[src/rtl/up_counter.sv]
// up_counter: modulo-(MAX+1) up counter with synchronous clear, clamped
// parallel load, count enable, combinational terminal count (tc) for
// cascading, and a registered one-cycle wrap pulse after each rollover.
//
// Build option: define UP_COUNTER_SAT_EN to make the counter saturate at MAX
// instead of rolling over. In that build, wrap never asserts.
module up_counter #(
    parameter int WIDTH = 4,
    parameter int MAX   = 15
) (
    input  logic             clk,
    input  logic             reset,
    input  logic             clr,
    input  logic             load,
    input  logic             en,
    input  logic [WIDTH-1:0] din,
    output logic [WIDTH-1:0] counter,
    output logic             tc,
    output logic             wrap
);

    localparam logic [WIDTH-1:0] MAX_V   = WIDTH'(MAX);
    localparam logic [WIDTH:0]   MAX_EXT = (WIDTH + 1)'(MAX);

    logic [WIDTH:0]   incr;
    logic             below_max;
    logic [WIDTH-1:0] next_count;
    logic             next_wrap;

    // Out-of-range load values are pinned to MAX.
    function automatic logic [WIDTH-1:0] clamp_load(input logic [WIDTH-1:0] v);
        if ({1'b0, v} > MAX_EXT)
            return MAX_V;
        return v;
    endfunction

    // The increment is one bit wider than the counter, so the comparison
    // stays correct when MAX = 2^WIDTH-1.
    assign incr      = {1'b0, counter} + (WIDTH + 1)'(1);
    assign below_max = (incr <= MAX_EXT);

    // Terminal count is combinational, so a cascaded stage advances on the
    // same edge where this stage rolls over.
    assign tc = en && (counter == MAX_V);

    // Next-state selection in priority order: clear, load, count, hold.
    always_comb begin
        next_count = counter;
        next_wrap  = 1'b0;
        if (clr) begin
            next_count = '0;
        end else if (load) begin
            next_count = clamp_load(din);
        end else if (en) begin
            if (below_max) begin
                next_count = incr[WIDTH-1:0];
            end else begin
`ifdef UP_COUNTER_SAT_EN
                next_count = MAX_V;
`else
                next_count = '0;
                next_wrap  = 1'b1;
`endif
            end
        end
    end

    // Register the count and wrap pulse. Reset is asynchronous and active-low.
    always_ff @(posedge clk or negedge reset) begin
        if (!reset) begin
            counter <= '0;
            wrap    <= 1'b0;
        end else begin
            counter <= next_count;
            wrap    <= next_wrap;
        end
    end

endmodule
[config.mk]
export PLATFORM = sky130hd
export DESIGN_NAME = up_counter
export DESIGN_NICKNAME = d
export VERILOG_FILES = /design/src/rtl/up_counter.sv
export SDC_FILE = /design/constraint.sdc
export NUM_CORES = 1
export LEC_CHECK = 0
export CAP_MARGIN = 0
export CORE_AREA = 4 4 41 43
export DETAILED_ROUTE_END_ITERATION = 7
export DIE_AREA = 0 0 45 47
export HOLD_SLACK_MARGIN = 0.08
export PLACE_DENSITY_LB_ADDON = 0.12
export SKIP_LAST_GASP = 1
export SYNTH_ARGS = -nofsm -noshare
export SYNTH_HDL_FRONTEND = slang
export SYNTH_SLANG_ARGS = --single-unit
export TNS_END_PERCENT = 5
[constraint.sdc]
create_clock -name clk -period 2.2 [get_ports clk]
set_input_delay 0.44 -clock clk [delete_from_list [all_inputs] [get_ports clk]]
set_output_delay 0.44 -clock clk [all_outputs]
set_load 0.005 [all_outputs]
After elaboration in Yosys (flattened, before gate mapping). Cells that the tools add are included.

Register bits after elaboration: 5. Bits of input ports: 9. Output and inout bits: 6. Logic and storage cells: 15.

$add $sub $neg: 1. Magnitude comparators: 1. Eq/ne operators: 1. Mux-type cells: 8. Reduce and logical (&&, ||, !) cells: 2.

Operators with widths (number): $mux W4 (4); $add A4 B1 Y5 const B (1); $le A5 B4 Y1 const B (1); $eq A4 B4 Y1 const B (1); $mux W1 (4); $reduce_bool A3 Y1 (1); $logic_and A1 B1 Y1 (1).

Depth between registers and ports, before layout.
Word-level depth: 6. Depth in mapped cells: 5. Gate-level depth less buffers: 5.

Least setup slack after synthesis. No wires, ideal clock.

Path type: reg-to-reg. Start: reg counter[0]. End: reg wrap. Data arrival time: 1.648 ns. Required time: 2.089 ns. Path slack: 0.441 ns. Stages on the path, launching flop included: 6. Path buffers: 0. Period minus slack after synthesis: 1.759 ns. Path through: dfrtp_1 -> inv_1 -> ha_1 -> or3_4 -> or2_1 -> a2111oi_2.

Cells in the longest elaborated chain, start to end: 6.

RTL lines: start, declared (line 17) `output logic [WIDTH-1:0] counter,`; start signal, assigned (line 74) `counter <= next_count;`; $add A4 B1 Y5 (line 39) `assign incr = {1'b0, counter} + (WIDTH + 1)'(1);`; $le A5 B4 Y1 (line 40) `assign below_max = (incr <= MAX_EXT);`; $mux W1 (line 55) `if (below_max) begin`; $mux W1 (line 54) `end else if (en) begin`; $mux W1 (line 52) `end else if (load) begin`; $mux W1 (line 50) `if (clr) begin`; net next_wrap (line 28) `logic next_wrap;`; end signal, assigned (line 75) `wrap <= next_wrap;`; end, declared (line 19) `output logic wrap`.

The timed path passes the listed nets, and every way through them passes these cells. A chain may end at the register's enable or synchronous reset.

Worst setup path in the final report.
Start: reg counter[0]. End: out tc.

Cells in the longest elaborated chain, start to end: 2.

RTL lines: $eq A4 B4 Y1 (line 44) `assign tc = en && (counter == MAX_V);`; $logic_and A1 B1 Y1 (line 44); end, declared (line 18) `output logic tc,`.

Every way passes these cells.

==> results.cfg <==
[run_status]
outcome = completed

[route]
vias = 413
viasPerCell = 5.29
drt_first_pass_iters = 4
drc = 0
drt-total-wl_um = 900
wl_per_cell_um = 11.5
ant_nets = 0
first_iter_violations = 6

[critical_path]
path_cells = ha_1 -> nand2_1 -> nor2_1 -> clkdlybuf4s50_1
criticalPathCategory = flip-flop to output pin
critPathLaunch = counter[0]
crit_arrival_ns = 1.65
cp.required_ns = 1.76
critPathMaxStageDelay_ns = 0.50
r2r_setup_slack_ns = 0.35
worst_setup_path_end_kind = output pin
worstRegToRegCells = 5
endpoint = tc
worstReg2RegStart = counter[0]
rr_endpoint = wrap
crit_path_max_fanout = 6
slowest_stage = clkdlybuf4s50_1
startpoint_type = flip-flop

[final_layout]
final_cells = 78
drive_gt1_frac = 0.143
nFillCells = 147
seqCellArea_um2 = 125
layout_commonest_cell = clkdlybuf4s50_1
final_net_count = 75
layout_common_cells = 14 x clkdlybuf4s50_1, 5 x nand2_1, 5 x dfrtp_1
multiInputGateArea_um2 = 229
final_area_um2 = 577
postLayoutCoreUtil = 0.443
antennaDiodeCount = 0
area_delta_synth_final_pct = 53.2

[sta]
min_period_ns = 2.09
layout_setup_ws_ns = 0.110
setup_viol = 0
finalHoldViolCount = 0
fmax_ghz = 0.478
whs_ns = 0.422
tns_ns = 0
finClkSkew_ns = 0.000689
post-route-period-util = 0.950
grt_setup_unrepaired = no
slew_headroom = 0.748
slew_violations = 0
tightestPinTransition_ns = 0.377

[power]
power_leakage_nw = 0.226
peakVddDrop_mv = 0.147
power_density_mw_per_mm2 = 483
power_uw = 279

[cts]
holdBufCountCts = 0
cts_root_buf = clkbuf_4
clock_sinks = 5
ctsLongestPathBuffers = 2
tritoncts = yes
numCtsBuffers = 3
postCtsResizedCells = 0
path_clk_slew_ns = 0.04
cts_setup_buffers = 0
clock_latency_ns = 0.24
cts_max_level = 1

[synthesis]
synth_top_area_frac = 0.332
ys_seq_area_frac = 0.332
synth.distinct_cells = 27
synthCells = 43
avgSynthCellArea_um2 = 8.76
syn-num-nets = 54
synth_largest_area_cell = dfrtp_1
synth-seq-cells = 5
syn_area_um2 = 377
ys_warn_count = 0
netlist_top_cells_area = dfrtp_1 33%, ha_1 6.6%, nand2_1 5.0%

[placed_design]
portBuffers = 14
dpl_cell_area_um2 = 551
post-place-ws_ns = 0.163
hpwlAfterDp_um = 737
gp_congestion = 0.865
dp.cells = 74

[floorplanning]
io_pins = 15
core.rowCount = 13
core_mm2 = 0.00130
die_w_um = 45
dieHeight_um = 47
initial_utilization = 0.289
die_area_mm2 = 0.00212

[min_path]
hold_class = primary input to async pin

[global_routing]
grt_pass1_wl_um = 1420
grt_pass1_vias = 340
track_usage = 0.0990
grt-ovfl-total = 0
antenna_found_initial = 0
grt_max_degree = 9

[job]
maxCapViolCount = 0
[Yosys cell counts, drive strengths merged]
cell type / instances
o211ai: 1
o22ai: 1
or3: 1
buf: 1
nor3: 1
o21ai: 1
a31oi: 1
a221oi: 1
or2: 1
nor2b: 1
inv: 4
nand2: 5
a2111oi: 1
a21o: 1
and3b: 1
a21oi: 2
o221ai: 1
nand3: 2
ha: 2
or3b: 1
nor3b: 2
nor2: 2
dfrtp: 5
nor4b: 1
o32ai: 1
nand3b: 1
nand2b: 1
[cells by family (layout without fill, tap and decap cells)]
family,count (synthesis),count (layout),synth area share
and+or+nand+nor,20,20,0.319
buffers and inverters,5,25,0.0598
adders and majority gates,2,2,0.0664
AOI/OAI and AO/OA,11,11,0.223
DFF,5,5,0.332
[area by class of cell]
| type | instances | area share |
|---|---|---|
| clock buffer | 4 | 0.0456 |
| multi-input combinational | 33 | 0.397 |
| timing repair buffer | 17 | 0.282 |
| inverter | 4 | 0.0260 |
| sequential | 5 | 0.217 |
| tap | 15 | 0.0325 |
[power by group]
part | total [mW] | switching, mW | internal (mW) | leakage [nW]
registers | 0.107 | 0.00914 | 0.0979 | 0.0664
clock network | 0.103 | 0.0342 | 0.0683 | 0.0150
logic | 0.0691 | 0.0278 | 0.0413 | 0.145
[worst min path at each step]
stage | from | slack, ns | to | cells past startpoint
CTS | reset | 0.42 | counter[1] | 1
finish | reset | 0.42 | counter[1] | 1
global route | reset | 0.43 | counter[3] | 1
floorplan | reset | 0.14 | counter[0] | 0
detailed placement | counter[3] | 0.64 | wrap | 2
global placement | counter[3] | 0.65 | wrap | 2
[critical path: cells and delay by family, from the launching register on]
family	cells	cell delay, ns
buffers and inverters	1	0.50
adder cells (fa/ha/maj)	1	0.27
AND/OR/NAND/NOR	2	0.22
flip-flops	1	0.42
[state kept, by name (all words and copies together), names as in the netlist]
signal,flops
wrap,1
counter,4
[metal layers]
metal,vias up,track usage,part of all wire
met5,-,0,0
met4,0,0.0936,0.0044
met3,2,0.0230,0.074
met2,13,0.138,0.47
met1,197,0.124,0.45
li1,201,-,-
No activity file was read; power rests on OpenSTA's default activity.
